[src/rtl/dma_controller.sv]
`default_nettype none
// ==========================================================================
// dma_controller : copies device lines into data memory under BR/BG arbitration
// Revision       : 1.0
// ==========================================================================
module dma_controller #(
   parameter int WORD_SIZE    = 16,
   parameter int DEV_BIT_LEN  = 2,
   parameter int DEV_LINES    = 3,
   parameter int LINE_WORDS   = 4,
   parameter int WRITE_CYCLES = 4
) (
   input  logic                     clk,
   input  logic                     reset_n,
   input  logic                     cmd_valid,
   input  logic [WORD_SIZE-1:0]     cmd_addr,
   input  logic [WORD_SIZE-1:0]     cmd_length,
   output logic                     cmd_ready,
   input  logic                     BG,
   output logic                     BR,
   output logic [DEV_BIT_LEN-1:0]   dev_offset,
   input  logic [4*WORD_SIZE-1:0]   dev_data,
   output logic                     mem_write,
   output logic [WORD_SIZE-1:0]     mem_addr,
   output logic [4*WORD_SIZE-1:0]   mem_wdata,
   output logic                     dma_end
);

   localparam int LINE_W = $clog2(DEV_LINES + 1);
   localparam int CYC_W  = 4;
   localparam int SHIFT  = $clog2(LINE_WORDS);

   localparam logic [2:0] S_IDLE    = 3'd0;
   localparam logic [2:0] S_REQ     = 3'd1;
   localparam logic [2:0] S_FETCH   = 3'd2;
   localparam logic [2:0] S_WRITE   = 3'd3;
   localparam logic [2:0] S_RELEASE = 3'd4;
   localparam logic [2:0] S_DONE    = 3'd5;

   logic [2:0]               state_q, state_d;
   logic [WORD_SIZE-1:0]     base_q, base_d;
   logic [LINE_W-1:0]        lines_q, lines_d;
   logic [LINE_W-1:0]        idx_q, idx_d;
   logic [CYC_W-1:0]         cyc_q, cyc_d;
   logic [4*WORD_SIZE-1:0]   line_buf_q, line_buf_d;
   logic [DEV_BIT_LEN-1:0]   dev_offset_q, dev_offset_d;

   logic [WORD_SIZE-1:0]     req_lines;
   logic [LINE_W-1:0]        cmd_lines;
   logic [LINE_W-1:0]        idx_inc;

   // Requested length in whole lines, clamped to what the device holds
   assign req_lines = cmd_length >> SHIFT;
   assign cmd_lines = (req_lines > WORD_SIZE'(DEV_LINES)) ? LINE_W'(DEV_LINES)
                                                          : req_lines[LINE_W-1:0];
   assign idx_inc   = idx_q + LINE_W'(1);

   always_ff @(posedge clk or negedge reset_n) begin
      if (!reset_n) begin
         state_q      <= S_IDLE;
         base_q       <= '0;
         lines_q      <= '0;
         idx_q        <= '0;
         cyc_q        <= '0;
         line_buf_q   <= '0;
         dev_offset_q <= '0;
      end else begin
         state_q      <= state_d;
         base_q       <= base_d;
         lines_q      <= lines_d;
         idx_q        <= idx_d;
         cyc_q        <= cyc_d;
         line_buf_q   <= line_buf_d;
         dev_offset_q <= dev_offset_d;
      end
   end

   always_comb begin
      state_d      = state_q;
      base_d       = base_q;
      lines_d      = lines_q;
      idx_d        = idx_q;
      cyc_d        = cyc_q;
      line_buf_d   = line_buf_q;
      dev_offset_d = dev_offset;
      case (state_q)
         S_IDLE: begin
            if (cmd_valid) begin
               base_d  = cmd_addr;
               lines_d = cmd_lines;
               idx_d   = '0;
               cyc_d   = '0;
               state_d = (cmd_lines == '0) ? S_DONE : S_REQ;
            end
         end
         S_REQ: begin
            if (BG) state_d = S_FETCH;
         end
         S_FETCH: begin
            cyc_d = '0;
            if (!BG) begin
               state_d = S_REQ;
            end else begin
               line_buf_d = dev_data;
               state_d    = S_WRITE;
            end
         end
         S_WRITE: begin
            // A lost grant aborts the line; idx is kept so it is redone whole
            if (!BG) begin
               cyc_d   = '0;
               state_d = S_REQ;
            end else if (cyc_q == CYC_W'(WRITE_CYCLES - 1)) begin
               cyc_d   = '0;
               idx_d   = idx_inc;
               state_d = (idx_inc == lines_q) ? S_RELEASE : S_FETCH;
            end else begin
               cyc_d = cyc_q + CYC_W'(1);
            end
         end
         S_RELEASE: begin
            if (!BG) state_d = S_DONE;
         end
         S_DONE: begin
            idx_d   = '0;
            state_d = S_IDLE;
         end
         default: state_d = S_IDLE;
      endcase
   end

   always_comb begin
      cmd_ready  = (state_q == S_IDLE);
      BR         = (state_q == S_REQ) || (state_q == S_FETCH) || (state_q == S_WRITE);
      mem_write  = (state_q == S_WRITE);
      mem_addr   = mem_write ? (base_q + WORD_SIZE'(LINE_WORDS) * WORD_SIZE'(idx_q)) : '0;
      mem_wdata  = mem_write ? line_buf_q : '0;
      dma_end    = (state_q == S_DONE);
      dev_offset = (state_q == S_FETCH) ? DEV_BIT_LEN'(idx_q) : dev_offset_q;
   end

endmodule
`default_nettype wire

[config.mk]
export PLATFORM = sky130hd
export DESIGN_NAME = dma_controller
export DESIGN_NICKNAME = d
export VERILOG_FILES = /design/src/rtl/dma_controller.sv
export SDC_FILE = /design/constraint.sdc
export NUM_CORES = 1
export LEC_CHECK = 0
export ABC_AREA = 1
export CORE_ASPECT_RATIO = 1.5
export CORE_MARGIN = 3
export CORE_UTILIZATION = 43
export CTS_BUF_LIST = sky130_fd_sc_hd__clkbuf_16
export DETAILED_ROUTE_END_ITERATION = 10
export HOLD_SLACK_MARGIN = 0.1
export PLACE_DENSITY = 0.8
export SYNTH_ARGS = -nofsm -noshare
export SYNTH_HDL_FRONTEND = slang
export SYNTH_SLANG_ARGS = --single-unit
export TNS_END_PERCENT = 1
[constraint.sdc]
create_clock -name clk -period 2.3 [get_ports clk]
set_clock_uncertainty 0.1 [all_clocks]
set_input_delay 0.23 -clock clk [delete_from_list [all_inputs] [get_ports clk]]
set_output_delay 0.23 -clock clk [all_outputs]
set_load 0.01 [all_outputs]
Word level (Yosys, flattened, before mapping)

Index checks and enable logic that the tools add are counted.

Mux-type cells: 21
Magnitude comparators: 1
Add/sub/neg operators: 3
Reductions and logical operators: 11
Eq/ne operators: 13

Operators by type and width:

| cell                                                                             | count |
|---|---|
| 64-bit two-way mux                                                               | 1 |
| 3-bit two-way mux                                                                | 7 |
| 16-bit by 4-bit adder with 16-bit output                                         | 1 |
| 16-bit two-way mux                                                               | 1 |
| 3-bit case mux with 5 select lines                                               | 1 |
| 14-bit by 2-bit greater-than comparator with 1-bit output, second input constant | 1 |
| 2-bit two-way mux                                                                | 6 |
| 4-bit two-way mux                                                                | 3 |
| 4-bit case mux with 3 select lines                                               | 1 |
| 2-bit != test, second input constant                                             | 4 |
| 4-bit AND reduction                                                              | 2 |
| 3-bit by 2-bit == test with 1-bit output, second input constant                  | 2 |
| 3-bit == test, second input constant                                             | 2 |
| 2-bit case mux with 3 select lines                                               | 1 |
| 2-bit AND reduction                                                              | 3 |
| 3-bit nonzero test                                                               | 2 |
| 4-bit by 1-bit adder with 4-bit output, second input constant                    | 1 |
| 4-bit by 2-bit == test with 1-bit output, second input constant                  | 1 |
| 3-bit by 1-bit == test with 1-bit output, second input constant                  | 1 |
| 3-bit zero test                                                                  | 1 |
| 3-bit by 2-bit != test with 1-bit output, second input constant                  | 1 |
| 2-bit by 1-bit adder with 2-bit output, second input constant                    | 1 |
| 2-bit == test                                                                    | 1 |
| 2-bit zero test                                                                  | 1 |
| 2 further kinds                                                                  | 3 |

Bits in registers: 93
Output and inout port bits: 86

Depth between registers and ports, before layout

Gate-level depths: netlist of run 1.

Depth after elaboration: 6
Gate-level depth with buffers: 9
Mapped depth without buffers: 9

Worst setup path before layout of run 1

OpenSTA, ideal clock, no wires.

Path type: reg-to-output
Start: register idx_q[0]
End: output mem_addr[10]
Setup slack: 0.367 ns
Buffers on the path: 0
Cell stages (with the launch flop): 8
Arrival time: 1.603 ns
Cell sequence: dfrtp_1 ha_1 fa_1 nand2_1 nor3_2 nand2_1 inv_1 nor3_1

Word-level cells in the longest chain between the ends: 2

RTL lines:

| element                                  | RTL line | source |
|---|---|---|
| start: declaration                       | 43       | `logic [LINE_W-1:0] idx_q, idx_d;` |
| start signal: assignment                 | 71       | `idx_q <= idx_d;` |
| 16-bit by 4-bit adder with 16-bit output | 136      | `mem_addr = mem_write ? (base_q + WORD_SIZE'(LINE_WORDS) * WORD_SIZE'(idx_q)) : '0;` |
| 16-bit two-way mux                       | 136      |  |
| end: declaration                         | 24       | `output logic [WORD_SIZE-1:0] mem_addr,` |

Every way passes these cells.

Worst setup path after layout of run 1

Start: register state_q[1]
End: output mem_wdata[62]

Word-level cells in the longest chain between the ends: 2

RTL lines:

| element                                  | RTL line | source |
|---|---|---|
| start: declaration                       | 40       | `logic [2:0] state_q, state_d;` |
| start signal: assignment                 | 68       | `state_q <= state_d;` |
| 3-bit by 2-bit == test with 1-bit output | 135      | `mem_write = (state_q == S_WRITE);` |
| 64-bit two-way mux                       | 137      | `mem_wdata = mem_write ? line_buf_q : '0;` |
| end: declaration                         | 25       | `output logic [4*WORD_SIZE-1:0] mem_wdata,` |

Every way passes these cells.

==> metrics.cfg, run 1 <==
[run_status]
status = complete, but fails checks
failed_checks = setup timing

[synthesis]
syn_nets = 699
netlist-cell-type-count = 25
synth_seq_cells = 93
synthArstFlopShare_pct = 100
ys_warn_count = 0
synth_top_cell_by_area = dfrtp_1
syn_area_mm2 = 0.00454
synth_top_area_share_pct = 51.2
syn_area_per_cell_um2 = 7.63
synth_common_cells = 155 x nand2_1, 94 x nor2_1, 93 x dfrtp_1, 88 x inv_1, 58 x o21ai_1
yosysSeqAreaShare_pct = 51.2
synth_edf_count = 0
yosysMostFrequentCell = nand2_1
synth_cells = 595
synth.area.top_cells = dfrtp_1 51%, nand2_1 13%, nor2_1 7.8%, inv_1 7.3%, o21ai_1 6.4%
ys_dominant_reg_cell = dfrtp_1

[power]
power_density_mw_per_mm2 = 1070
cellLeakagePower_nw = 3.22
finalPower_mw = 7.32
peakVddDrop_uv = 558

[route]
vias = 4373
totalWireLength_um = 12100
drc = 0
ant_nets = 0
avgViaCountPerCell = 4.73
wl_per_cell_um = 13.1
dr.pass1.iters = 4
drt_iter0_markers = 172

[placement]
place.gp.congestion = 0.818
preCtsSetupSlack_ns = -0.134
io_buffers = 183
placed_cells = 906
dpl.hpwl_um = 9020

[grt]
grt-ovfl-total = 0
antenna_found_initial = 0
grt_first_pass_wirelength_um = 20300
grt_pass1_vias = 4411
grt_usage_pct = 20.9
grt_max_degree = 72

[floorplan]
row_count = 45
fp.dieH_um = 132
die_area_mm2 = 0.0119
die_w_um = 89.9
core_area_mm2 = 0.0102
ios = 186
initial_utilization_pct = 44.6

[layout]
fill_cells = 828
fin_nets = 884
area_delta_synth_final_pct = 51.1
layout.cells.non_filler = 925
seq_area_mm2 = 0.00233
multi_input_area_mm2 = 0.00176
drive_above_1_share_pct = 7.27
diodes = 0

[clock_network]
cts-root-buf = clkbuf_16
htree_levels = 3
clk_pin_slew_ns = 0.06
cts_sinks = 93
cts_tree = done
clockBufferDepth = 2
numCtsBuffers = 9
insertion_delay_ns = 0.33

[setup_path]
worst_ep_required_time_ns = 1.97
worstPathCellList = inv_2 -> nor2_4 -> nand2_2 -> buf_4 -> nor2_1 -> clkdlybuf4s50_1
path_buf_inv = 3
cp-start-kind = flop
cp_max_fo = 29
slowest_stage = clkdlybuf4s50_1
cp-end-kind = output port
cp.arrival_ns = 1.98
crit_family = buffers and inverters
crit_type = reg2out
max_stage_delay_ns = 0.56

[sta]
period_needed_ns = 2.31
timing.slew.headroom_pct = 65.6
finalSetupViolCount = 3
worst_pin_slew_ns = 0.516
tns_ns = -0.0296
fin_crit_sh_pct = 101
slew_violations = 0
finalHoldViolCount = 0
fmax_ghz = 0.432
rsz0062_at_grt = true
setup_ws_ns = -0.0126

[min_path]
hold_path.class = in2async

[run]
max-cap-violations = 0

metal layers:
metal	vias to the layer above	part of all wire (%)	track usage, %	wire length [um]
met3	26	5.6	5.77	674
met4	0	2.9	9.03	352
li1	2183	-	-	-
met1	2019	39	22.9	4710
met5	-	0	0	0
met2	145	53	37.7	6360
state kept, by name (all words and copies together), names as in the netlist:
name          count
cyc_q             4
idx_q             2
base_q           16
state_q           3
dev_offset_q      2
line_buf_q       64
lines_q           2
area by class of cell:
cell class	instances	share of cell area, %
Inverter	92	5.09
Clock buffer	9	3.28
Tap cell	141	2.57
Timing Repair Buffer	199	28.7
Multi-Input combinational cell	385	25.7
Sequential cell	93	33.9
Clock inverter	6	0.821
where the power goes:
part           switching [mW]  leakage, nW  internal, mW
sequential              0.303         1.15          2.39
combinational            1.83         1.94          1.41
clock                   0.572        0.134         0.824
total                    2.71         3.22          4.62
kinds of logic after synthesis:
logic type | after synthesis | share of synthesized area (%)
DFF | 93 | 51.2
xor gates and xnor gates | 4 | 0.771
adders and majority gates | 4 | 1.27
buffers and inverters | 117 | 10.9
and+or+nand+nor | 281 | 25.1
AOI/OAI and AO/OA | 96 | 10.7
through the flow:
stage | utilization (%) | cell area (um^2) | hold slack, ns
after CTS | 67.2 | 6850 | 0.315
after floorplan | - | 4540 | -0.166
after detailed placement | 64.1 | 6530 | 0.139
after global routing | 67.3 | 6860 | 0.327
final | 67.3 | 6860 | 0.304
after global placement | 64.1 | 6530 | 0.126
final timing paths:
check | slack [ns] | cells after the start | start | endpoint
setup / recovery | -0.01 | 6 | state_q[1]$_DFFE_PN0P_ | mem_wdata[62]
hold / removal | 0.30 | 2 | reset_n | line_buf_q[32]$_DFFE_PN0P_
max in group asynchronous | 1.16 | 3 | reset_n | line_buf_q[23]$_DFFE_PN0P_
hold reg to reg | 0.41 | 2 | lines_q[0]$_DFFE_PN0P_ | lines_q[0]$_DFFE_PN0P_
setup reg to reg | 0.52 | 10 | state_q[1]$_DFFE_PN0P_ | state_q[0]$_DFFE_PN0P_
min in group clk | 0.33 | 3 | cmd_addr[2] | base_q[2]$_DFFE_PN0P_
repair_timing:
action                                  CTS  global route
buffers inserted                          2             1
gates resized for setup                  25            26
hold buffers                              1             0
pin swaps                                 2             4
endpoints found under the hold margin    36             0
endpoints found under the setup margin   39            77
layout by cell type, fill, tap and decap left out, types with 3 or more instances in the layout:
master           synthesis  layout
nor2_1                  94      93
nor2_4                   4       5
buf_4                   10      12
o21ai_1                 58      61
clkbuf_2                 0       5
dlymetal6s2s_1           0       4
dfrtp_1                 93      93
nor3_1                   4       3
nand3_1                 15      15
inv_1                   88      87
a21oi_1                  7       7
clkinvlp_4               0       3
xor2_1                   3       3
o21ai_0                 29      26
clkdlybuf4s50_1          0     166
nand2_1                155     154
buf_12                   0       3
clkbuf_16                0       9
inv_2                    4       5
(Power assumes the default switching activity.)
==> inputs of run 2 (changes only) <==
--- a/config.mk
+++ b/config.mk
@@ -11,6 +11,7 @@
 export CORE_UTILIZATION = 43
 export CTS_BUF_LIST = sky130_fd_sc_hd__clkbuf_16
 export DETAILED_ROUTE_END_ITERATION = 10
+export GPL_TIMING_DRIVEN = 0
 export HOLD_SLACK_MARGIN = 0.1
 export PLACE_DENSITY = 0.8
 export SYNTH_ARGS = -nofsm -noshare
==> metrics.cfg, run 2 (synthesis gave the netlist of run 1 again) <==
[layout]
largest_reg_flops = 64  ; unchanged
largestRegisters = line_buf_q x64, base_q x16, cyc_q x4
final_cell_mix = 153 x nand2_1, 102 x clkdlybuf4s50_1, 93 x nor2_1
top_register = line_buf_q
drive_above_1_share_pct = 9.63  ; +2.4 points
final_util_pct = 67.4  ; about the same
layout.cells.non_filler = 941  ; +1.7%
diodes = 0  ; unchanged
area_delta_synth_final_pct = 51.2  ; about the same
finish.instance_area_mm2 = 0.00687  ; about the same
layout_commonest_cell = nand2_1
fin_nets = 899  ; +1.7%

[setup_path]
r2r_start = state_q[0]$_DFFE_PN0P_
slowest_stage = dfrtp_1
cp-end-kind = output port
max_stage_delay_ns = 0.42  ; -0.14 ns
rr_endpoint = base_q[11]$_DFFE_PN0P_
endpoint = mem_addr[15]
cp_max_fo = 5  ; -83%
path_common_cell = nand2_1
cp.arrival_ns = 2.00  ; +0.02 ns
crit_start = base_q[3]$_DFFE_PN0P_
cp-start-kind = flop
crit_type = reg2out
reg2reg_depth = 5  ; -5
worst_ep_required_time_ns = 1.97  ; about the same
worstPathCellList = ha_1 -> nand3_1 -> nand2_2 -> nand2_1 -> nor2_4 -> nand2_1 -> nand2_1 -> nand2_1 -> nor2_1 -> clkdlybuf4s15_2
r2r_slack_ns = 0.58  ; +0.06 ns

[sta]
finalHoldViolCount = 0  ; unchanged
fin_crit_sh_pct = 101  ; +0.55 points
slew_violations = 0  ; unchanged
setup_ws_ns = -0.0253  ; -0.0127 ns
rsz0062_at_grt = true
finalSetupViolCount = 2  ; -1
period_needed_ns = 2.33  ; +0.0127 ns
timing.slew.headroom_pct = 75.7  ; +10 points
worst_pin_slew_ns = 0.364  ; -0.152 ns
fmax_ghz = 0.430  ; -0.55%

[placement]
dpl.hpwl_um = 9960  ; +10%
io_buffers = 183  ; unchanged
place.gp.congestion = 0.823  ; +0.67%
placed_cells = 920  ; +1.5%
place_area_mm2 = 0.00658  ; +0.69%

[floorplan]
die_w_um = 89.9  ; unchanged
initial_utilization_pct = 44.6  ; unchanged
fp.dieH_um = 132  ; unchanged
die_area_mm2 = 0.0119  ; unchanged
ios = 186  ; unchanged
core_area_mm2 = 0.0102  ; unchanged
row_count = 45  ; unchanged

[route]
drt_iter0_markers = 160  ; -7.0%
wl_per_cell_um = 14.0  ; +6.7%
dr.pass1.iters = 4  ; unchanged
avgViaCountPerCell = 4.82  ; +1.9%
totalWireLength_um = 13100  ; +8.5%
vias = 4532  ; +3.6%
ant_nets = 0  ; unchanged
drc = 0  ; unchanged

[grt]
antenna_found_initial = 0  ; unchanged
grt_max_degree = 75  ; +4.2%
grt_first_pass_wirelength_um = 22000  ; +8.2%
grt_pass1_vias = 4630  ; +5.0%
grt_usage_pct = 22.9  ; +2.0 points
grt-ovfl-total = 0  ; unchanged

[clock_network]
insertion_delay_ns = 0.34  ; about the same
cts-root-buf = clkbuf_16
cts_tree = done
numCtsBuffers = 9  ; unchanged
clk_pin_slew_ns = 0.06  ; about the same
htree_levels = 3  ; unchanged
clockBufferDepth = 2  ; unchanged
cts_sinks = 93  ; unchanged

[run_status]
status = complete, but fails checks
failed_checks = setup timing

[power]
peakVddDrop_uv = 469  ; -16%
cellLeakagePower_nw = 3.59  ; +11%
power_density_mw_per_mm2 = 1070  ; +0.45%

[min_path]
hold_path.class = in2async

[run]
max-cap-violations = 0  ; unchanged

[run 2: layer usage]
metal  part of all wire (%)  track usage, %
met5                      0               0
met3                    4.6            4.28
met2                     52            41.2
met4                    3.9            11.3
met1                     39            25.7
[run 2: power breakdown]
group / total (mW) / internal, mW / leakage (nW) / switching (mW)
logic: 3.10 / 1.27 / 2.28 / 1.84
clock network: 1.53 / 0.936 / 0.155 / 0.598
registers: 2.72 / 2.39 / 1.15 / 0.332
[run 2: final cells by class]
cell class | instances | area (um^2)
clock buffer | 9 | 225
clock inverter | 7 | 81.3
timing repair buffer | 189 | 1790
multi-input combinational | 385 | 1760
tap | 141 | 176
inverter | 92 | 345
sequential | 93 | 2330
fill | 851 | 3320
buffer | 25 | 156
[run 2: critical path, delay by kind of cell (launching register included)]
kind | cells | cell delay, ns
simple gates | 8 | 0.69
flops | 1 | 0.42
fa+ha+maj | 1 | 0.30
buf+inv | 1 | 0.24
[run 2: worst min path at each step]
stage | cells past startpoint | to | slack [ns] | startpoint
floorplan | 0 | base_q[0]$_DFFE_PN0P_ | -0.17 | reset_n
global placement | 2 | base_q[2]$_DFFE_PN0P_ | 0.37 | base_q[2]$_DFFE_PN0P_
detailed placement | 1 | line_buf_q[28]$_DFFE_PN0P_ | 0.03 | reset_n
CTS | 2 | line_buf_q[28]$_DFFE_PN0P_ | 0.21 | reset_n
global route | 2 | line_buf_q[28]$_DFFE_PN0P_ | 0.24 | reset_n
finish | 2 | line_buf_q[28]$_DFFE_PN0P_ | 0.21 | reset_n
[run 2: timing repair]
action                                 4_1_cts  5_1_grt
buffers inserted                             2        2
setup endpoints to repair                   80       17
gates resized for setup                    108       14
endpoints found under the hold margin       93        0
pin swaps                                    3        1
hold buffers                                 1        0
[run 2: metrics by stage]
step | hold slack (ns) | TNS (ns) | worst slack, ns | total power [mW]
global placement | 0.365 | -224.16 | -2.40 | 5.84
detailed placement | 0.0309 | -1.35 | -0.237 | 5.99
floorplan | -0.166 | 0 | 0.367 | 4.57
finish | 0.209 | -0.0343 | -0.0253 | 7.36
CTS | 0.211 | -0.454 | -0.0989 | 7.40
global route | 0.235 | -0.521 | -0.187 | 7.93
